**src/rtl/shift_mul.sv**
```systemverilog
// shift_mul -- sequential unsigned shift-and-add multiplier.
//
// Computes p = a * b over BITS cycles of a three-state FSM
// (IDLE -> CALC -> DONE). One multiplier bit is consumed per CALC cycle.
// A new start may be accepted directly from DONE, which gives one result
// every BITS+1 cycles when enable is held high.
//
// Optional feature: define SHIFT_MUL_EARLY_EXIT_EN to leave CALC as soon
// as the remaining multiplier bits are all zero. The latency then becomes
// (index of the highest set bit of b)+1 CALC cycles, or 1 cycle for b=0.
// The product is the same either way.
//
// Ports:
//   clk    in   1        clock, rising edge
//   rst    in   1        synchronous active-high reset
//   enable in   1        start request, sampled in IDLE and DONE only
//   a      in   BITS     multiplicand, unsigned
//   b      in   BITS     multiplier, unsigned
//   p      out  2*BITS   product, registered, held until the next done
//   done   out  1        one-cycle pulse, p valid
//   busy   out  1        high while in CALC
module shift_mul #(
  parameter int BITS = 48
) (
  input  logic              clk,
  input  logic              rst,
  input  logic              enable,
  input  logic [BITS-1:0]   a,
  input  logic [BITS-1:0]   b,
  output logic [2*BITS-1:0] p,
  output logic              done,
  output logic              busy
);

  localparam int PW = 2 * BITS;
  localparam int CW = $clog2(BITS);
  localparam logic [CW-1:0] LAST_CNT = CW'(BITS - 1);

  typedef enum logic [1:0] {
    IDLE = 2'd0,
    CALC = 2'd1,
    DONE = 2'd2
  } state_t;

  state_t          state;
  logic [PW-1:0]   acc;
  logic [PW-1:0]   mcand;
  logic [BITS-1:0] mplier;
  logic [CW-1:0]   cnt;

  logic [PW-1:0]   acc_sum;
  logic [BITS-1:0] mplier_shift;
  logic            last_step;

  // Next accumulator value and end-of-computation detection for one CALC step.
  always_comb begin
    acc_sum      = acc;
    mplier_shift = mplier >> 1;
    if (mplier[0]) begin
      acc_sum = acc + mcand;
    end else begin
      acc_sum = acc;
    end
`ifdef SHIFT_MUL_EARLY_EXIT_EN
    // Once no multiplier bits remain, further steps cannot change acc.
    last_step = (cnt == LAST_CNT) || (mplier_shift == {BITS{1'b0}});
`else
    last_step = (cnt == LAST_CNT);
`endif
  end

  // FSM, datapath registers and registered outputs.
  always_ff @(posedge clk) begin
    if (rst) begin
      state  <= IDLE;
      acc    <= {PW{1'b0}};
      mcand  <= {PW{1'b0}};
      mplier <= {BITS{1'b0}};
      cnt    <= {CW{1'b0}};
      p      <= {PW{1'b0}};
      done   <= 1'b0;
      busy   <= 1'b0;
    end else begin
      case (state)
        // IDLE and DONE accept a start identically; DONE only ever lasts one cycle.
        IDLE, DONE: begin
          done <= 1'b0;
          if (enable) begin
            mcand  <= {{BITS{1'b0}}, a};
            mplier <= b;
            acc    <= {PW{1'b0}};
            cnt    <= {CW{1'b0}};
            busy   <= 1'b1;
            state  <= CALC;
          end else begin
            busy   <= 1'b0;
            state  <= IDLE;
          end
        end
        CALC: begin
          acc    <= acc_sum;
          mcand  <= mcand << 1;
          mplier <= mplier_shift;
          cnt    <= cnt + CW'(1);
          if (last_step) begin
            // p is written only here, so it never shows partial sums.
            p     <= acc_sum;
            done  <= 1'b1;
            busy  <= 1'b0;
            state <= DONE;
          end else begin
            done  <= 1'b0;
            busy  <= 1'b1;
            state <= CALC;
          end
        end
        default: begin
          state <= IDLE;
          done  <= 1'b0;
          busy  <= 1'b0;
        end
      endcase
    end
  end

endmodule

```
**config.mk**
```make
export PLATFORM = sky130hd
export DESIGN_NAME = shift_mul
export DESIGN_NICKNAME = d
export VERILOG_FILES = /design/src/rtl/shift_mul.sv
export SDC_FILE = /design/constraint.sdc
export NUM_CORES = 1
export LEC_CHECK = 0
export BUFFER_PORTS_ARGS = -buffer_cell sky130_fd_sc_hd__buf_4
export CORE_MARGIN = 1
export CORE_UTILIZATION = 35
export DETAILED_ROUTE_END_ITERATION = 10
export SETUP_SLACK_MARGIN = 0.3
export SLEW_MARGIN = 25
export SYNTH_ARGS = -nofsm -noshare
export SYNTH_HDL_FRONTEND = slang
export SYNTH_SLANG_ARGS = --single-unit
export TNS_END_PERCENT = 50
```
**constraint.sdc**
```tcl
create_clock -name clk -period 4.95 [get_ports clk]
set_input_delay 0.99 -clock clk [delete_from_list [all_inputs] [get_ports clk]]
set_output_delay 0.99 -clock clk [all_outputs]
set_load 0.02 [all_outputs]
```
Yosys cells after proc, flatten, opt, wreduce, memory -nomap -nowiden

Index checks and enable logic that the tools add are counted.

Bits in registers: 346
Bits in latches: 0
RAM bits: 0
Memory bits (read-only): 0
Input bits: 99
Output and inout bits: 98
Logic and storage cells: 37
Memories kept: 0

$add $sub $neg: 2
Multipliers: 0
Divide/modulo/power cells: 0
Magnitude comparators: 0
Equal/unequal tests: 4
Shift operators: 0
Muxes and demuxes: 16
Bitwise logic cells: 1
Reduce and logical (&&, ||, !) cells: 6

Operators with widths:

| kind                  | count |
|---|---|
| $pmux W96 S2          | 2 |
| $mux W96              | 3 |
| $add A96 B96 Y96      | 1 |
| $pmux W48 S2          | 1 |
| $mux W48              | 1 |
| $pmux W6 S2           | 1 |
| $add A6 B1 Y6 const B | 1 |
| $eq A6 B6 Y1 const B  | 1 |
| $mux W6               | 1 |
| $mux W1               | 4 |
| $pmux W2 S2           | 1 |
| $reduce_and A2 Y1     | 2 |
| $reduce_or A2 Y1      | 2 |
| $eq A2 B1 Y1 const B  | 1 |
| $eq A2 B2 Y1 const B  | 1 |
| $logic_not A2 Y1      | 1 |
| $mux W2               | 1 |
| $ne A2 B2 Y1 const B  | 1 |
| $pmux W1 S2           | 1 |
| $reduce_bool A2 Y1    | 1 |
| $not A1 Y1            | 1 |

Longest topological paths before layout

Gate-level depths: netlist (run 1).

Word-level depth: 4
Gate-level depth with buffers: 13
Mapped depth without buffers: 13

Least setup slack after synthesis (run 1)

OpenSTA, ideal clock, no wires.

Path kind: reg-to-reg
Start: register acc[0]
End: register p[92]
Data arrival time: 3.056 ns
Slack: 1.827 ns
Stages on the path, launching flop included: 13
Buffers on the path: 0
Period minus slack after synthesis: 3.123 ns
Cell sequence: dfxtp_1 > ha_1 > fa_1 > a211oi_1 > o21a_2 > a2111oi_4 > nor2_2 > o41ai_4 > a31oi_4 > o31ai_4 > nor4_1 > a2111o_1 > o21ai_2

Longest elaborated chain between the ends: 2

RTL lines:

| item                   | line | source |
|---|---|---|
| from (decl)            | 46   | `logic [PW-1:0] acc;` |
| from (signal assigned) | 76   | `acc <= {PW{1'b0}};` |
| from (signal assigned) | 91   | `acc <= {PW{1'b0}};` |
| from (signal assigned) | 101  | `acc <= acc_sum;` |
| $add A96 B96 Y96       | 60   | `acc_sum = acc + mcand;` |
| $mux W96               | 59   | `if (mplier[0]) begin` |
| to (signal assigned)   | 80   | `p <= {PW{1'b0}};` |
| to (signal assigned)   | 107  | `p <= acc_sum;` |
| to (decl)              | 30   | `output logic [2*BITS-1:0] p,` |

No other way between the ends.
A chain may end at the register's enable or synchronous reset.

Final worst setup path (run 1)

Start: register mcand[11]
End: register acc[81]

Longest elaborated chain between the ends: 3

RTL lines:

| item                   | line | source |
|---|---|---|
| from (decl)            | 47   | `logic [PW-1:0] mcand;` |
| from (signal assigned) | 77   | `mcand <= {PW{1'b0}};` |
| from (signal assigned) | 89   | `mcand <= {{BITS{1'b0}}, a};` |
| from (signal assigned) | 102  | `mcand <= mcand << 1;` |
| $add A96 B96 Y96       | 60   |  |
| $mux W96               | 59   |  |
| $pmux W96 S2           | 84   | `case (state)` |

No other way between the ends.

==> results of run 1 <==
[placed cells by master (no fill, tap or decap), types with 21 or more instances in the layout]
cell       count
dfxtp_1      344
a21oi_1      321
nand2_1      291
nor2_1       235
buf_4        215
a22oi_1      164
o21ai_0      140
ha_1          96
a211oi_1      51
xnor2_1       51
mux2i_1       48
nand4_1       45
clkbuf_16     41
nand3_1       36
xor2_1        36
a21o_1        35
inv_1         33
nor3_1        32
and2_1        27
o21bai_1      23
a22o_1        22
o21a_1        21
[worst paths after layout]
| check | from | endpoint | slack (ps) | cells after the start |
|---|---|---|---|---|
| max | mcand[11]$_SDFFE_PP0P_ | acc[81]$_SDFFE_PP0P_ | 890 | 12 |
| min | mplier[31]$_SDFFE_PP0P_ | mplier[31]$_SDFFE_PP0P_ | 450 | 2 |
| max reg2reg | mcand[11]$_SDFFE_PP0P_ | acc[81]$_SDFFE_PP0P_ | 890 | 12 |
| min reg2reg | mplier[31]$_SDFFE_PP0P_ | mplier[31]$_SDFFE_PP0P_ | 450 | 2 |
[cell families after synthesis]
kind of cell	Yosys count	synth area share (%)
AO/OA/AOI/OAI	885	29.6
AND/OR/NAND/NOR	745	17.2
flip-flops	345	35.9
buffers and inverters	213	4.19
adder cells (fa/ha/maj)	97	6.35
XOR/XNOR	87	3.96
multiplexers	54	2.85
[final cells by class]
type	instances	share of cell area, %
flip-flops and latches	345	30.6
multi-input cells	1868	51.2
repair buffers	219	7.48
clock inverters	21	1.00
diodes	1	0.0111
clock buffers	55	5.22
inverters	35	0.582
well taps	696	3.86
[per-stage QoR]
stage / instances / instance area, um^2
2_1_floorplan: 2426 / 19200
3_3_place_gp: 3163 / 21200
3_5_place_dp: 3163 / 21200
4_1_cts: 3239 / 22600
5_1_grt: 3240 / 22600
6_report: 3240 / 22600
[metal layers]
metal / global-route usage [%] / routed length (um)
met1: 31.4 / 31000
met2: 37.8 / 30300
met3: 3.67 / 3380
met4: 7.87 / 2120
met5: 0 / 0
[critical path: stages, from the launching register on]
cell	delay (ps)
dfxtp_1	330
ha_1	400
and4_1	280
nand3_1	180
and3_1	220
a22oi_1	130
nand2_1	250
o41ai_2	880
a31o_2	440
a21oi_1	160
o211ai_1	310
xor2_1	140
a22o_1	200
[registers in the layout, indices dropped and copies added (netlist names)]
signal / count
state: 2
mcand: 96
acc: 96
done: 1
cnt: 6
mplier: 48
p: 96
[synth_stat cells, types with 34 or more instances]
library cell / number / share of area [%]
a22oi_1: 164 / 6.4
a211oi_1: 51 / 2.0
a21oi_1: 321 / 8.4
a21o_1: 35 / 1.4
o21ai_0: 140 / 3.6
nand3_1: 36 / 0.94
xor2_1: 36 / 1.6
clkbuf_1: 159 / 3.1
nor2_1: 237 / 4.6
inv_1: 34 / 0.66
nand4_1: 45 / 1.5
dfxtp_1: 345 / 36
xnor2_1: 51 / 2.3
mux2i_1: 48 / 2.5
ha_1: 96 / 6.2
nand2_1: 292 / 5.7
[where the power goes]
part	leakage (nW)	switching, mW	internal, mW
clock	0.695	1.30	1.84
combinational	5.26	0.375	0.189
sequential	2.80	0.0555	2.84
total	8.75	1.73	4.87
==> results.cfg, run 1 <==
[synthesis]
syn_avg_cell_area_um2 = 7.93
yosys_warnings = 0
ys_ff_latch = 345
synth_flop_cell = dfxtp_1
synth_edf_count = 0
yosysSeqAreaShare_pct = 35.9
syn_nets = 2622
ys_types = 77
synth_area_mm2 = 0.0192
synthCells = 2426
ys_async_sr_fraction_pct = 0

[sta]
whs_ps = 452
max_freq_mhz = 247
fin_skew_ps = 26.5
fin_crit_ps = 4060
tns_ps = 0
slew_violations = 0
fin_ws_ps = 894
finalHoldViolCount = 0
slew_headroom_pct = 26.3
rsz0062_at_grt = no
finalSetupViolations = 0
timing.final.crit_share_pct = 81.9
worst_slew_pin_slew_ps = 1100

[drt]
drc = 0
wire_per_inst_um = 20.6
postRouteAntennaNets = 0
drt_iter0_drc = 1446
dr.pass1.iters = 5
via_per_inst = 5.75
vias = 18600
routed_wl_um = 66800

[worst_setup_path]
cp-end-kind = flip-flop
crit_path_max_fanout = 6
cp-start-kind = flip-flop
required_ps = 5420
arrival_ps = 4530
critical_path_class = reg2reg

[clock_network]
cts_resized = 0
cts_buffers = 41
clk_pin_slew_ps = 60
htreeDepth = 2
cts-root-buf = clkbuf_16
postCtsSetupRepairBufs = 0
clock_sinks = 345
clock_latency_ps = 580
cts.path.max_buffers = 3
hold_buffers = 0
cts_tree = done

[power]
leakage_nw = 8.75
ir_drop_mv = 0.201
finalPower_mw = 6.60
pwr_density_cell_mw_per_mm2 = 292

[grt]
grt_pass1_wl_um = 104000
antenna_found_initial = 2
grt.total_usage_pct = 23.3
grt_pass1_vias = 18000
grt_max_degree = 114
grt_overflow = 0

[finish]
layout.nets = 2706
regArea_mm2 = 0.00691
syn2layout_area_growth_pct = 17.3
utilization_pct = 41.8
num-fill-cells = 5517
drive_gt1_share_pct = 13.5
multi_input_area_mm2 = 0.0116

[floorplanning]
rows = 85
core_mm2 = 0.0540
die_w_um = 236
io_pins = 197
start_util_pct = 35.6
die-area_mm2 = 0.0559
dieHeight_um = 236

[placed_design]
routabilityCongestion = 0.954
place_ws_ps = 974
port_buffers = 196
hpwl_um = 47200

[run_status]
outcome = complete, no violations

[run]
cap_violations = 0

[worst_hold_path]
min_path_type = reg2reg
(Power assumes the default switching activity.)
==> inputs of run 2 (changes only) <==
clock period = 3.3 ns   (was 4.95 ns; I/O delays follow)
==> run 2 against run 1 <==
The run now ends with setup timing left. Worst setup slack worse by 930 ps. Final cell count up 6.6%. Sequential power up 51%. Combinational power up 76%. Via count up 4.7%. Fmax up 22%. Total power up 53%. Global-route usage up 0.41 points. Hold slack worse by 130 ps. Clock power up 52%. Critical path type unchanged. Flip-flop and latch count unchanged.
==> results.cfg, run 2 (synthesis gave the netlist of run 1 again) <==
[drt]
postRouteAntennaNets = 0
drc = 0
routed_wl_um = 68500
via_per_inst = 5.65
vias = 19500
drt_iter0_drc = 1555
dr.pass1.iters = 6
wire_per_inst_um = 19.8

[placed_design]
routabilityCongestion = 0.971
place_ws_ps = -211
hpwl_um = 48000
port_buffers = 196
place_area_mm2 = 0.0227

[power]
pwr_density_cell_mw_per_mm2 = 389
leakage_nw = 10.1
ir_drop_mv = 0.326
finalPower_mw = 10.1

[worst_setup_path]
reg2reg_from = acc[0]$_SDFFE_PP0P_
required_ps = 3820
crit_buf_inv = 1
ff2ff_path_depth = 14
regToRegSetupSlack_ps = -30
path_cells = ha_4, fa_2, a211oi_2, o21a_2, a211oi_4, o2111ai_4, a2111oi_4, buf_4, o21bai_4, a41oi_4, o21a_1, o21ai_1, or3b_1, a21oi_2
crit_path_max_fanout = 4
cp-start-kind = flip-flop
reg2reg_to = acc[94]$_SDFFE_PP0P_
max_stage_delay_ps = 390
cp_num_cells = 14
critical_path.top_delay_family = compound AO/OA/AOI/OAI gates
cp-end-kind = flip-flop
crit_slowest_cell = or3b_1
critical_path_class = reg2reg
arrival_ps = 3850

[floorplanning]
start_util_pct = 35.6
io_pins = 197
core_mm2 = 0.0540
rows = 85
die-area_mm2 = 0.0559
dieHeight_um = 236
die_w_um = 236

[sta]
rsz0062_at_grt = yes
max_freq_mhz = 300
slew_headroom_pct = 31.1
fin_ws_ps = -32.7
finalHoldViolCount = 0
fin_crit_ps = 3330
tns_ps = -32.7
whs_ps = 318
timing.final.crit_share_pct = 101
finalSetupViolations = 1
fin_skew_ps = 27.7
worst_slew_pin_slew_ps = 1030
slew_violations = 0

[finish]
layout.nets = 2926
top_regs = acc: 96 flops, mcand: 96 flops, p: 96 flops
antennaDiodeCount = 0
drive_gt1_share_pct = 28.6
syn2layout_area_growth_pct = 35.1
postLayoutCellArea_mm2 = 0.0260
final_common_cell = buf_4
mostFrequentLayoutCells = buf_4, dfxtp_1, nand2_1, a21oi_1, nor2_1
num-fill-cells = 5185

[grt]
antenna_found_initial = 0
grt_max_degree = 179
grt_overflow = 0
grt.total_usage_pct = 23.7
grt_pass1_vias = 18900
grt_pass1_wl_um = 106000

[worst_hold_path]
min_path_type = in2reg
hold_end = mplier[47]$_SDFFE_PP0P_
min_from = b[47]
whs_path_depth = 3

[clock_network]
cts_tree = done
htreeDepth = 2
clk_pin_slew_ps = 60
clock_latency_ps = 590
cts.path.max_buffers = 3
cts_buffers = 41
cts-root-buf = clkbuf_16
clock_sinks = 345

[run_status]
violations = setup timing
outcome = finished, violations left

[run]
cap_violations = 0
[run 2: cell types whose count changed in the layout (fill, tap and decap cells not counted), moves of 24 or more]
cell and delta:
ha_4 +32, o21ai_0 -39, ha_1 -36, buf_4 +196, a21oi_2 +36, o21ai_1 +24, dfxtp_1 -25, a21oi_1 -41
[run 2: how the worst max path moves through the flow]
stage	from	to	slack (ps)
after CTS	mcand[1]$_SDFFE_PP0P_	acc[81]$_SDFFE_PP0P_	-10
after global routing	acc[3]$_SDFFE_PP0P_	acc[94]$_SDFFE_PP0P_	-160
final	acc[0]$_SDFFE_PP0P_	acc[94]$_SDFFE_PP0P_	-30
after global placement	acc[0]$_SDFFE_PP0P_	p[86]$_SDFFE_PP0P_	-140
after floorplan	mcand[43]$_SDFFE_PP0P_	p[95]$_SDFFE_PP0P_	250
after detailed placement	acc[17]$_SDFFE_PP0P_	p[86]$_SDFFE_PP0P_	-210
[run 2: final cells by class]
class | count | area [um^2] | area share (%)
clock buffer | 55 | 1140 | 4.38
clock inverter | 16 | 269 | 1.03
inverter | 35 | 131 | 0.505
multi-input combinational | 1868 | 13200 | 50.7
sequential | 345 | 6950 | 26.7
tap | 696 | 871 | 3.35
timing repair buffer | 439 | 3450 | 13.3
[run 2: layer usage]
layer	global-route usage, %	up-vias	part of all wire [%]
met2	38.2	613	46
li1	-	9419	-
met3	4.33	133	6.4
met1	31.4	9353	44
met4	8.87	0	3.2
met5	0	-	0
[run 2: timing repair]
action	CTS	global route
resized for setup	226	109
setup endpoints to repair	135	146
buffers inserted	23	12
hold buffers	0	0
pin swaps	122	78
[run 2: worst min-delay path: stages]
cell	delay, ps
buf_4	80
a22oi_1	60
nor2_1	80
[run 2: where the power goes]
part / switching (mW) / leakage (nW) / internal, mW / total, mW
registers: 0.0867 / 2.81 / 4.26 / 4.35
clock network: 1.93 / 0.680 / 2.84 / 4.77
logic: 0.609 / 6.66 / 0.385 / 0.993
[run 2: metrics by stage]
step | cells | util [%]
global route | 3454 | 48.1
finish | 3454 | 48.1
detailed placement | 3348 | 42.1
CTS | 3442 | 47.0
global placement | 3348 | 42.1
floorplan | 2426 | -
==> inputs of run 3 (changes only) <==
BUFFER_PORTS_ARGS = unset   (was -buffer_cell sky130_fd_sc_hd__buf_4)
DONT_BUFFER_PORTS = 1   (was unset)
==> run 3 against run 2 <==
The run still ends with setup timing left. Via count decreased by 2.3%. Non-clock buffer count decreased by 149. Utilization fell by 1.0 points. Clock power increased by 9.9%. Wire length decreased by 0.22%. Worst setup slack improved by 3.8 ps. Largest power group unchanged.
==> results.cfg, run 3 (synthesis gave the netlist of run 1 again) <==
[finish]
final_common_cell = dfxtp_1
regArea_mm2 = 0.00697
postLayoutCellArea_mm2 = 0.0254
num-fill-cells = 5148
layout.nets = 2778
syn2layout_area_growth_pct = 32.2
mostFrequentLayoutCells = dfxtp_1, nand2_1, a21oi_1, buf_4, nor2_1
multi_input_area_mm2 = 0.0135
antennaDiodeCount = 0
drive_gt1_share_pct = 26.7
top_regs = acc: 96 flops, mcand: 96 flops, p: 96 flops
fin_cells = 3311

[placed_design]
hpwl_um = 46800
port_buffers = 0
routabilityCongestion = 0.931
placedCellCount = 3184
place_area_mm2 = 0.0215

[drt]
postRouteAntennaNets = 0
routed_wl_um = 68400
drt_iter0_drc = 1441
dr.pass1.iters = 6
wire_per_inst_um = 20.7
via_per_inst = 5.76
vias = 19100
drc = 0

[worst_setup_path]
critical_path.top_delay_family = compound AO/OA/AOI/OAI gates
cp-start-kind = flip-flop
max_stage_delay_ps = 400
crit_path_max_fanout = 3
crit_slowest_cell = fa_2
crit_top_cell = buf_4
critical_path_class = reg2reg
cp-end-kind = flip-flop
required_ps = 3740
crit_buf_inv = 2
timing.critical_path.from = mcand[0]$_SDFFE_PP0P_
regToRegSetupSlack_ps = -30
arrival_ps = 3760
reg2reg_from = mcand[0]$_SDFFE_PP0P_
path_cells = ha_4, fa_2, a211oi_2, o21a_2, a211oi_4, o2111ai_2, a2111oi_4, buf_4, o21ai_2, buf_4, or3b_4, a21oi_4, o31ai_2, xnor2_1, o21ai_1

[worst_hold_path]
min_from = rst
min_path_type = in2reg

[grt]
grt_overflow = 0
grt_pass1_wl_um = 105000
grt_pass1_vias = 18500
grt_max_degree = 266
antenna_found_initial = 0
grt.total_usage_pct = 23.7

[floorplanning]
rows = 85
die-area_mm2 = 0.0559
start_util_pct = 35.6
dieHeight_um = 236
core_mm2 = 0.0540
io_pins = 197
die_w_um = 236

[power]
ir_drop_mv = 0.335
pwr-share-clk_pct = 50.1
pwr_density_cell_mw_per_mm2 = 411
power_switching_mw = 2.64
internal_power_mw = 7.81
leakage_nw = 9.61
p_seq_share_pct = 41.5
finalPower_mw = 10.5
power_frac_comb_pct = 8.3
power_switching_share_pct = 25.3

[sta]
finalHoldViolCount = 0
rsz0062_at_grt = yes
fin_skew_ps = 34.8
max_freq_mhz = 300
timing.final.crit_share_pct = 101
finalSetupViolations = 6
slew_headroom_pct = 45.4
fin_crit_ps = 3330
worst_slew_pin_slew_ps = 811
fin_ws_ps = -29.0
slew_violations = 0

[clock_network]
hold_buffers = 0
cts.path.max_buffers = 3
cts_tree = done
htreeDepth = 2
cts_buffers = 42
cts-root-buf = clkbuf_16
clk_pin_slew_ps = 60
clock_sinks = 345
clock_latency_ps = 600

[run]
cap_violations = 0

[run_status]
outcome = finished, violations left
violations = setup timing
## run 3: worst register-to-register path, delay by kind of cell, from the launching register on
family,cells,cell delay [ps]
AOI/OAI and AO/OA,9,1320
adders and majority gates,2,570
and+or+nand+nor,1,390
DFF,1,340
buffers and inverters,2,300
xor gates and xnor gates,1,240
## run 3: path summary, 6_finish.rpt
kind                                   to  cells after the start
setup / recovery     acc[66]$_SDFFE_PP0P_                     15
hold / removal    mplier[10]$_SDFFE_PP0P_                      1
setup reg to reg     acc[66]$_SDFFE_PP0P_                     15
hold reg to reg   mplier[25]$_SDFFE_PP0P_                      2
## run 3: layout make-up
cell class / instances / area share [%]
multi-input combinational: 1868 / 53.0
clock inverter: 24 / 1.54
timing repair buffer: 290 / 9.40
sequential: 345 / 27.4
tap: 696 / 3.42
clock buffer: 53 / 4.69
inverter: 35 / 0.517
## run 3: through the flow
stage	util [%]	setup TNS [ps]	hold slack, ps	setup slack [ps]
6_report	47.1	-119	144	-29.0
5_1_grt	47.1	-1560	134	-120
4_1_cts	45.2	-28.8	121	-6.95
3_5_place_dp	39.7	-3210	442	-333
3_3_place_gp	39.7	-2570	439	-360
2_1_floorplan	-	0	437	253
## run 3: repair_timing
action	4_1_cts	5_1_grt
gates cloned	0	0
buffers inserted	30	20
gates resized for setup	256	156
pin swaps	151	138
endpoints found under the setup margin	138	144
hold endpoints to repair	0	0
## run 3: metal layers
layer | global-route usage, % | part of all wire (%) | vias up
met3 | 5.38 | 6.9 | 140
met2 | 38.3 | 46 | 608
met4 | 8.72 | 3.5 | 0
li1 | - | - | 9122
met5 | 0 | 0 | -
met1 | 30.7 | 43 | 9200
## run 3: power groups by stage
| stage | Clock [mW] | Combinational, mW | Sequential, mW |
|---|---|---|---|
| after floorplan | 0 | 0.553 | 4.40 |
| after global placement | 0 | 0.781 | 4.42 |
| after detailed placement | 0 | 0.793 | 4.42 |
| after CTS | 5.35 | 0.836 | 4.33 |
| after global routing | 5.51 | 0.949 | 4.35 |
| final | 5.24 | 0.872 | 4.34 |
